## config.mk

```make
export PLATFORM = sky130hd
export DESIGN_NAME = alu_multicycle
export DESIGN_NICKNAME = d
export VERILOG_FILES = /design/src/rtl/alu_pkg.sv /design/src/rtl/muldiv_iter.sv /design/src/rtl/alu_multicycle.sv
export SDC_FILE = /design/constraint.sdc
export NUM_CORES = 1
export LEC_CHECK = 0
export CAP_MARGIN = 15
export CELL_PAD_IN_SITES_DETAIL_PLACEMENT = 1
export CELL_PAD_IN_SITES_GLOBAL_PLACEMENT = 1
export CORE_UTILIZATION = 42
export CTS_BUF_LIST = sky130_fd_sc_hd__clkbuf_4
export CTS_CLUSTER_SIZE = 30
export DETAILED_ROUTE_END_ITERATION = 7
export PLACE_DENSITY = 0.85
export SLEW_MARGIN = 20
export SYNTH_ARGS = -nofsm -noshare
export SYNTH_HDL_FRONTEND = slang
export SYNTH_SLANG_ARGS = --single-unit
```

## constraint.sdc

```tcl
create_clock -name clk -period 5.63 [get_ports clk]
set_input_delay 0.8445 -clock clk [delete_from_list [all_inputs] [get_ports clk]]
set_output_delay 0.8445 -clock clk [all_outputs]
set_load 0.01 [all_outputs]
```

## src/rtl/alu_pkg.sv

```systemverilog
// Shared opcode map, FSM state encoding and opcode classification for the multicycle ALU.
package alu_pkg;

  localparam logic [3:0] OP_OR      = 4'b0000;
  localparam logic [3:0] OP_AND     = 4'b0001;
  localparam logic [3:0] OP_XOR     = 4'b0010;
  localparam logic [3:0] OP_ADD     = 4'b0011;
  localparam logic [3:0] OP_SUB     = 4'b0100;
  localparam logic [3:0] OP_SHIFTL  = 4'b0101;
  localparam logic [3:0] OP_SHIFTR  = 4'b0110;
  localparam logic [3:0] OP_NOTA    = 4'b0111;
  localparam logic [3:0] OP_MUL     = 4'b1000;
  localparam logic [3:0] OP_MULHU   = 4'b1001;
  localparam logic [3:0] OP_SLT     = 4'b1010;
  localparam logic [3:0] OP_SLTU    = 4'b1011;
  localparam logic [3:0] OP_LOAD    = 4'b1100;
  localparam logic [3:0] OP_LOADHI  = 4'b1101;
  localparam logic [3:0] OP_SHIFTRS = 4'b1110;
  localparam logic [3:0] OP_DIVU    = 4'b1111;

  localparam logic [1:0] IDLE = 2'd0;
  localparam logic [1:0] MUL  = 2'd1;
  localparam logic [1:0] DIV  = 2'd2;

  function automatic logic is_multicycle(input logic [3:0] op);
    return (op == OP_MUL) || (op == OP_MULHU) || (op == OP_DIVU);
  endfunction

endpackage

```

## src/rtl/muldiv_iter.sv

```systemverilog
// One-bit-per-step shift-add multiplier / restoring divider sharing one register set.
// Outputs are the values the registers take after the next step, so the final step's result is usable on the step edge.
module muldiv_iter #(
  parameter int unsigned WIDTH = 32
) (
  input  logic             clk,
  input  logic             reset,
  input  logic             load,
  input  logic             mode,
  input  logic             step,
  input  logic [WIDTH-1:0] a,
  input  logic [WIDTH-1:0] b,
  output logic [WIDTH-1:0] prod_lo,
  output logic [WIDTH-1:0] prod_hi,
  output logic [WIDTH-1:0] quot,
  output logic [WIDTH-1:0] rem
);

  // hi: product high half / partial remainder; lo: multiplier / dividend-quotient; opnd: multiplicand / divisor
  logic [WIDTH-1:0] hi, lo, opnd;
  logic [WIDTH-1:0] addend;
  logic [WIDTH:0]   msum;
  logic [WIDTH:0]   shifted;
  logic [WIDTH-1:0] diff;
  logic             ge;

  always_comb begin
    addend  = lo[0] ? opnd : '0;
    msum    = {1'b0, hi} + {1'b0, addend};
    prod_hi = msum[WIDTH:1];
    prod_lo = {msum[0], lo[WIDTH-1:1]};

    shifted = {hi, lo[WIDTH-1]};
    ge      = (shifted >= {1'b0, opnd});
    diff    = shifted[WIDTH-1:0] - opnd;
    rem     = ge ? diff : shifted[WIDTH-1:0];
    quot    = {lo[WIDTH-2:0], ge};
  end

  always_ff @(posedge clk or posedge reset) begin
    if (reset) begin
      hi   <= '0;
      lo   <= '0;
      opnd <= '0;
    end else if (load) begin
      hi   <= '0;
      lo   <= mode ? a : b;
      opnd <= mode ? b : a;
    end else if (step) begin
      hi <= mode ? rem  : prod_hi;
      lo <= mode ? quot : prod_lo;
    end
  end

endmodule

```

## src/rtl/alu_multicycle.sv

```systemverilog
// Registered EX-stage ALU: single-cycle ops complete in one cycle, MUL/MULHU/DIVU iterate one bit per cycle.
module alu_multicycle
  import alu_pkg::*;
#(
  parameter int unsigned WIDTH = 32
) (
  input  logic             clk,
  input  logic             reset,
  input  logic             start,
  input  logic             flush,
  input  logic [3:0]       opcode,
  input  logic [WIDTH-1:0] a,
  input  logic [WIDTH-1:0] b,
  output logic [WIDTH-1:0] y,
  output logic [WIDTH-1:0] rem,
  output logic             busy,
  output logic             done
);

  localparam int unsigned SHW  = $clog2(WIDTH);
  localparam int unsigned HALF = WIDTH / 2;
  localparam int unsigned CW   = $clog2(WIDTH + 1);

  logic [1:0]       state, state_nx;
  logic [CW-1:0]    cnt, cnt_nx;
  logic             hi_sel, hi_sel_nx;
  logic [WIDTH-1:0] y_nx, rem_nx;
  logic             done_nx, busy_nx;
  logic             load_c, step_c, mode_c;
  logic [WIDTH-1:0] sc_res;
  logic [SHW-1:0]   shamt;
  logic [WIDTH-1:0] md_lo, md_hi, md_quot, md_rem;

  muldiv_iter #(.WIDTH(WIDTH)) u_muldiv (
    .clk     (clk),
    .reset   (reset),
    .load    (load_c),
    .mode    (mode_c),
    .step    (step_c),
    .a       (a),
    .b       (b),
    .prod_lo (md_lo),
    .prod_hi (md_hi),
    .quot    (md_quot),
    .rem     (md_rem)
  );

  assign shamt = b[SHW-1:0];

  // Single-cycle result mux
  always_comb begin
    sc_res = '0;
    case (opcode)
      OP_OR:      sc_res = a | b;
      OP_AND:     sc_res = a & b;
      OP_XOR:     sc_res = a ^ b;
      OP_ADD:     sc_res = a + b;
      OP_SUB:     sc_res = a - b;
      OP_SHIFTL:  sc_res = a << shamt;
      OP_SHIFTR:  sc_res = a >> shamt;
      OP_NOTA:    sc_res = ~a;
      OP_SLT:     sc_res = WIDTH'($signed(a) < $signed(b));
      OP_SLTU:    sc_res = WIDTH'(a < b);
      OP_LOAD:    sc_res = b;
      OP_LOADHI:  sc_res = {b[HALF-1:0], a[HALF-1:0]};
      OP_SHIFTRS: sc_res = WIDTH'($signed(a) >>> shamt);
      default:    sc_res = '0;
    endcase
  end

  // Next-state and next-output logic; flush outranks everything
  always_comb begin
    state_nx  = state;
    cnt_nx    = cnt;
    hi_sel_nx = hi_sel;
    y_nx      = y;
    rem_nx    = rem;
    done_nx   = 1'b0;
    load_c    = 1'b0;
    step_c    = 1'b0;
    mode_c    = (state == DIV);
    case (state)
      IDLE: begin
        mode_c = (opcode == OP_DIVU);
        if (start && !flush) begin
          if (is_multicycle(opcode)) begin
            load_c    = 1'b1;
            cnt_nx    = CW'(WIDTH);
            hi_sel_nx = (opcode == OP_MULHU);
            state_nx  = (opcode == OP_DIVU) ? DIV : MUL;
          end else begin
            y_nx    = sc_res;
            rem_nx  = '0;
            done_nx = 1'b1;
          end
        end
      end
      MUL, DIV: begin
        if (flush) begin
          state_nx = IDLE;
          cnt_nx   = '0;
        end else begin
          step_c = 1'b1;
          cnt_nx = cnt - CW'(1);
          if (cnt == CW'(1)) begin
            state_nx = IDLE;
            done_nx  = 1'b1;
            if (state == DIV) begin
              y_nx   = md_quot;
              rem_nx = md_rem;
            end else begin
              y_nx   = hi_sel ? md_hi : md_lo;
              rem_nx = '0;
            end
          end
        end
      end
      default: state_nx = IDLE;
    endcase
    busy_nx = (state_nx != IDLE);
  end

  always_ff @(posedge clk or posedge reset) begin
    if (reset) begin
      state  <= IDLE;
      cnt    <= '0;
      hi_sel <= 1'b0;
      y      <= '0;
      rem    <= '0;
      busy   <= 1'b0;
      done   <= 1'b0;
    end else begin
      state  <= state_nx;
      cnt    <= cnt_nx;
      hi_sel <= hi_sel_nx;
      y      <= y_nx;
      rem    <= rem_nx;
      busy   <= busy_nx;
      done   <= done_nx;
    end
  end

endmodule

```

== After elaboration in Yosys (flattened, before gate mapping) ==
Index checks and enable logic that the tools add are counted.
Widths: inputs -> output; s select.
Storage, ports and cells
  flip-flop bits (word level): 171
  bits of input ports: 72
Operators by class
  $add $sub $neg: 5
  $lt $le $gt $ge: 3
  equality and inequality tests: 23
  shifts and indexed selects: 3
  mux-type cells: 45
  bitwise logic cells: 4
  reduce and logical (&&, ||, !) cells: 13
Operators with widths (number)
  $mux 32: 21
  $pmux 32 s13: 1
  $pmux 32 s2: 2
  $lt 32x32->1: 2
  $sub 32x32->32: 2
  $add 32x32->33: 1
  $ge 33x32->1: 1
  $add 32x32->32: 1
  $and 32x32->32: 1
  $eq 4x4->1 const B: 8
  $not 32->32: 1
  $or 32x32->32: 1
  $shl 32x5->32: 1
  $shr 32x5->32: 1
  $sshr 32x5->32: 1
  $xor 32x32->32: 1
  $mux 6: 3
  $eq 4x3->1 const B: 4
  $pmux 6 s2: 1
  $mux 1: 10
  $mux 2: 5
  $ne 2x2->1 const B: 5
  $eq 4x2->1 const B: 2
  $eq 6x1->1 const B: 1
  15 further kinds: 19

== Longest topological paths before layout ==
  depth after elaboration: 7
  depth in mapped cells: 16
  gate-level depth less buffers: 14

== Cells and area by module ==
From an unflattened synthesis, not the netlist that was laid out.
Second synthesis, totals
  cell total of the unflattened synthesis: 3077
  area total of the unflattened synthesis: 23488.8 sq um
Modules (own cells, without submodules)
  alu_multicycle: instances 1, cells an instance 1877, area an instance 13731.9 sq um
  muldiv_iter: instances 1, cells an instance 1200, area an instance 9756.9 sq um

== Least setup slack after synthesis ==
Ideal clock, no wire load.
  path kind: input to register
  from: input port b[2]
  to: register y[29]
  arrival: 4.161 ns
  data required time: 5.501 ns
  slack: 1.340 ns
  stages on the path: 15
  path through: clkinv_1 > buf_1 > buf_2 > buf_2 > ha_1 > inv_1 > a21oi_1 > o311ai_0 > a31oi_1 > o311a_1 > o211ai_1 > mux2_2 > nor3_1 > nor3b_1 > a21oi_1
Between the ends
  cells in the longest elaborated chain, start to end: 5
Ends and longest elaborated chain
  start, declared: line alu_multicycle.sv:13  | input logic [WIDTH-1:0] b,
  $sub 32x32->32 (tied with other cells): line alu_multicycle.sv:58  | OP_SUB: sc_res = a - b;
  $pmux 32 s13 (*): line alu_multicycle.sv:53  | case (opcode)
  $mux 32 (*): line alu_multicycle.sv:86  | if (is_multicycle(opcode)) begin
  $mux 32 (*): line alu_multicycle.sv:85  | if (start && !flush) begin
  $pmux 32 s2 (*): line alu_multicycle.sv:82  | case (state)
  end signal, assigned: line alu_multicycle.sv:136  | y <= y_nx;
  end, declared: line alu_multicycle.sv:14  | output logic [WIDTH-1:0] y,
Mark *: on every way between the ends. The rest lies on a longest branch, timed or not. The select of a mux whose other input is x is not followed.
A chain may end at the register's enable or synchronous reset.

== Final worst setup path ==
  from: register u_muldiv.opnd[1]
  to: register u_muldiv.hi[4]
Between the ends
  cells in the longest elaborated chain, start to end: 5
Ends and longest elaborated chain
  start, declared: line muldiv_iter.sv:20  | logic [WIDTH-1:0] hi, lo, opnd;
  start signal, assigned: line muldiv_iter.sv:48  | opnd <= mode ? b : a;
  $mux 32 (tied with other cells): line muldiv_iter.sv:28  | addend = lo[0] ? opnd : '0;
  $add 32x32->33 / $mux 32 (equally long branches): line muldiv_iter.sv:29, muldiv_iter.sv:36
  $mux 32 (*): line muldiv_iter.sv:50  | hi <= mode ? rem : prod_hi;
  $mux 32 (*): line muldiv_iter.sv:49  | end else if (step) begin
  $mux 32 (*): line muldiv_iter.sv:45  | end else if (load) begin
  end signal, assigned: line muldiv_iter.sv:50
  end, declared: line muldiv_iter.sv:20
Marks and branches as above.

==> metrics.md <==
| Metric | Value |
|---|---|
| Logic pwr share | a little under three quarters |
| RSZ-0062 raised after global routing | false |
| Total negative slack | 0 ns |
| Hold Path End | u_muldiv.lo[4]$_DFFE_PP0P_ |
| Vias/cell | 6.99 |
| Post-CTS Resized | 0 |
| Vias in the first global route | 25655 |
| Worst skew pair latency | 0.72 ns |
| Worst endpoint required time | 6.26 ns |
| Synth warn | 0 |
| Congestion Overflow GR | 0 |
| CTS sink cnt | between 150 and 200 |
| Number of synthesized flops with an enable pin | 0 |
| Row cnt | 83 |
| Slew at the pin closest to its max-slew limit | 1.03 ns |
| Worst r2r path cells | 13 |
| Final core occ | 48.3% |
| CTS tree | yes |
| Mapped Cells | slightly above 3000 |
| Clock Power Share | about 7.6% |
| Finish-stage setup viols | 0 |
| Pleak | 0.0107 uW |
| Mapped Nets | approximately 3300 |
| Max Cap Violations | 0 |
| Seq/Total Area, Yosys | between 10% and 20% |
| Die ar. | roughly 0.053 mm^2 |
| DR WL/cell | 32.6 um |
| Final #Nets | between 3000 and 4000 |
| Status | finished, final reports clean |
| Mapped Avg Cell Area | 7.30 um^2 |
| DRC violations left | 0 |
| Tmin final | roughly 4.8 ns |
| Min-delay src | b[4] |
| First-pass GRT wire length | around 180000 um |
| Clock Tree Root | clkbuf_4 |
| Max_slew headroom | between 30% and 40% |
| Period utilization | a little over four fifths |
| Sequential share of power | about a fifth |
| FFs w/ async S/R, synth | 100% |
| Hold Path Depth | 3 |
| Io pins | 138 |
| Cell-internal power | roughly 5000 uW |
| Worst Hold Class | input pin to flop |
| Setup crit end kind | flop |
| Inserted Clock Buffers | 17 |
| Area grow syn2layout | 13.1% |
| Port Buffer Count | between 100 and 150 |
| Mapped Area | 0.0220 mm^2 |
| CTS H-Tree Depth | 4 |
| RePlAce Congestion | about 1.1 |
| Slew Viols, Final | 0 |
| Drt pass-1 iters | 6 |
| Largest fanout on the critical path | 39 |
| Largest net degree at the start of global routing | about 150 |
| Initial antenna violation count | 9 |
| Switching share of power | 57.4% |
| Die Y | 231 um |
| Clock Path Buffers | 2 |
| Reg2Reg Setup Slack | ~0.85 ns |
| Main synth FF type | dfrtp_1 |
| Critical path type | flop to flop |
| Setup Skew | 0.0380 ns |
| Data arrival, critical path | 5.41 ns |
| Sw Pwr | roughly 6600 uW |
| Core ar. | between 0.05 and 0.06 mm^2 |
| Number of distinct library cells after synthesis | 86 |
| Reg2reg start | u_muldiv.opnd[1]$_DFFE_PP0P_ |
| Drt total wl | between 100000 and 150000 um |
| Post-DP HPWL | 96000 um |
| Setup Buffers After CTS | 0 |
| Starting Density | between 40 and 50% |
| DRT antenna net count | 0 |
| Pwr per Cell Area | about 460 mW/mm^2 |
| Layout cells sized above 1 | 9.72% |
| Via count | 26327 |
| Type of origin of the critical path | flop |
| R2R Path End | u_muldiv.hi[4]$_DFFE_PP0P_ |
| Clock-pin slew of the registers on the worst-case setup and hold paths | about 0.20 ns |
| Synthesized flop and latch total | approximately 170 |
| Die X-Extent | ~230 um |
| Drt initial violations | between 3000 and 4000 |
| All-Layer GR Usage | between 40 and 50% |
| Endpoints failing hold | 0 |
| FMAX | between 200 and 250 MHz |
| Cts hold-fix bufs | 0 |
| VDD IR max | roughly 0.20 mV |
==> per-layer routing <==
layer | share of wire, % | up-vias | wire, um | track usage (%)
met3 | 11 | 361 | 13000 | 9.92
met1 | 39 | 13148 | 48500 | 59.1
met5 | 0.040 | - | 49 | 0
met2 | 44 | 1669 | 53500 | 68.8
met4 | 6.4 | 8 | 7890 | 25.9
li1 | - | 11141 | - | -
==> flip-flops by register name, indices dropped and copies added (netlist names) <==
signal	cells
busy	1
cnt	6
done	1
hi_sel	1
rem	32
state	2
u_muldiv.hi	32
u_muldiv.lo	32
u_muldiv.opnd	32
y	32
==> worst max-delay path: stages (launching register included) <==
cell and delay, ns:
dfrtp_1 0.43, inv_1 0.16, ha_1 0.29, nor2b_1 0.16
o31a_1 0.27, o311ai_1 0.82, a31o_2 0.31, o21ai_0 0.26
o21ai_4 0.24, buf_4 0.48, nor3_1 0.12, a21oi_1 0.78
o21ai_0 0.17, o211a_1 0.17
==> power groups by stage <==
stage          clock network, uW  logic [uW]  registers, uW
3_3_place_gp                   0        7690           2360
3_5_place_dp                   0        7960           2380
6_report                     879        8280           2390
2_1_floorplan                  0        4930           2130
4_1_cts                      888        8020           2350
5_1_grt                      915        8710           2410
==> cell families (layout without fill, tap and decap cells) <==
logic type | Yosys count | count (layout) | synth area share [%]
buf+inv | 407 | 476 | 7.13
fa+ha+maj | 182 | 182 | 10.5
mux | 138 | 138 | 8.69
xor+xnor | 74 | 74 | 2.94
simple gates | 948 | 948 | 19.3
compound gates | 1096 | 1096 | 32.0
other cells | 0 | 4 | 0
flops | 171 | 171 | 19.4
==> synth_stat cells (12+ instances only) <==
master | number | share of area, %
a211o_1 | 12 | 0.48
a211oi_1 | 114 | 3.9
a21o_1 | 33 | 1.1
a21oi_1 | 313 | 7.1
a221oi_1 | 35 | 1.4
a22oi_1 | 28 | 0.95
a31oi_1 | 61 | 1.7
and2_1 | 36 | 1.0
and3_1 | 21 | 0.60
buf_1 | 29 | 0.49
buf_2 | 13 | 0.30
clkbuf_1 | 198 | 3.4
dfrtp_1 | 171 | 19
ha_1 | 178 | 10
inv_1 | 158 | 2.7
mux2_2 | 24 | 1.2
mux2i_1 | 74 | 3.4
mux4_2 | 40 | 4.1
nand2_1 | 364 | 6.2
nand2b_1 | 21 | 0.60
nand3_1 | 46 | 1.0
nand4_1 | 19 | 0.54
nor2_1 | 289 | 4.9
nor2b_1 | 31 | 0.88
nor3_1 | 48 | 1.1
nor3b_1 | 14 | 0.48
o2111ai_1 | 15 | 0.60
o211ai_1 | 21 | 0.72
o21a_1 | 15 | 0.51
o21ai_0 | 241 | 5.5
o21bai_1 | 24 | 0.82
o22ai_1 | 27 | 0.77
o31ai_1 | 23 | 0.78
or3_1 | 16 | 0.45
xnor2_1 | 49 | 1.9
xor2_1 | 25 | 0.99
==> cell type report <==
class | count | area [um^2]
inverter | 161 | 609
timing repair buffer | 283 | 2540
clock inverter | 15 | 196
clock buffer | 17 | 128
tap | 680 | 851
fill | 6484 | 26600
sequential | 171 | 4280
antenna | 4 | 10.0
multi-input combinational | 2438 | 16300
==> worst max-delay path by stage <==
| stage | endpoint | depth (start not counted) | slack (ns) | start |
|---|---|---|---|---|
| finish | u_muldiv.hi[4]$_DFFE_PP0P_ | 13 | 0.85 | u_muldiv.opnd[1]$_DFFE_PP0P_ |
| global route | u_muldiv.hi[4]$_DFFE_PP0P_ | 13 | 0.72 | u_muldiv.opnd[1]$_DFFE_PP0P_ |
| CTS | u_muldiv.hi[4]$_DFFE_PP0P_ | 13 | 1.08 | u_muldiv.opnd[1]$_DFFE_PP0P_ |
| detailed placement | y[21]$_DFFE_PP0P_ | 13 | 0.55 | b[12] |
| global placement | y[21]$_DFFE_PP0P_ | 13 | 0.67 | b[12] |
| floorplan | busy$_DFF_PP0_ | 1 | 0.15 | reset |
==> cells in the final DEF, fill, tap and decap left out, types with 36 or more instances in the layout <==
cell type and n:
nor2_1 288, xnor2_1 49, ha_1 177, o21ai_0 241, a21oi_1 312, clkdlybuf4s50_1 132, dfrtp_1 171, mux4_2 40
and2_1 36, nand3_1 45, inv_1 157, buf_4 139, a31oi_1 61, a211oi_1 113, mux2i_1 74, nor3_1 44
nand2_1 364
==> metrics by stage <==
stage / instances / cell area (um^2) / power, uW / hold WS, ns / setup slack [ns]
2_1_floorplan: 3016 / 22000 / 7060 / 0.448 / 0.154
3_3_place_gp: 3733 / 24600 / 10000 / 0.463 / 0.671
3_5_place_dp: 3733 / 24600 / 10300 / 0.471 / 0.547
4_1_cts: 3765 / 24900 / 11300 / 0.387 / 1.08
5_1_grt: 3767 / 24900 / 12000 / 0.434 / 0.722
6_report: 3769 / 24900 / 11500 / 0.428 / 0.851
(Power assumes the default switching activity.)
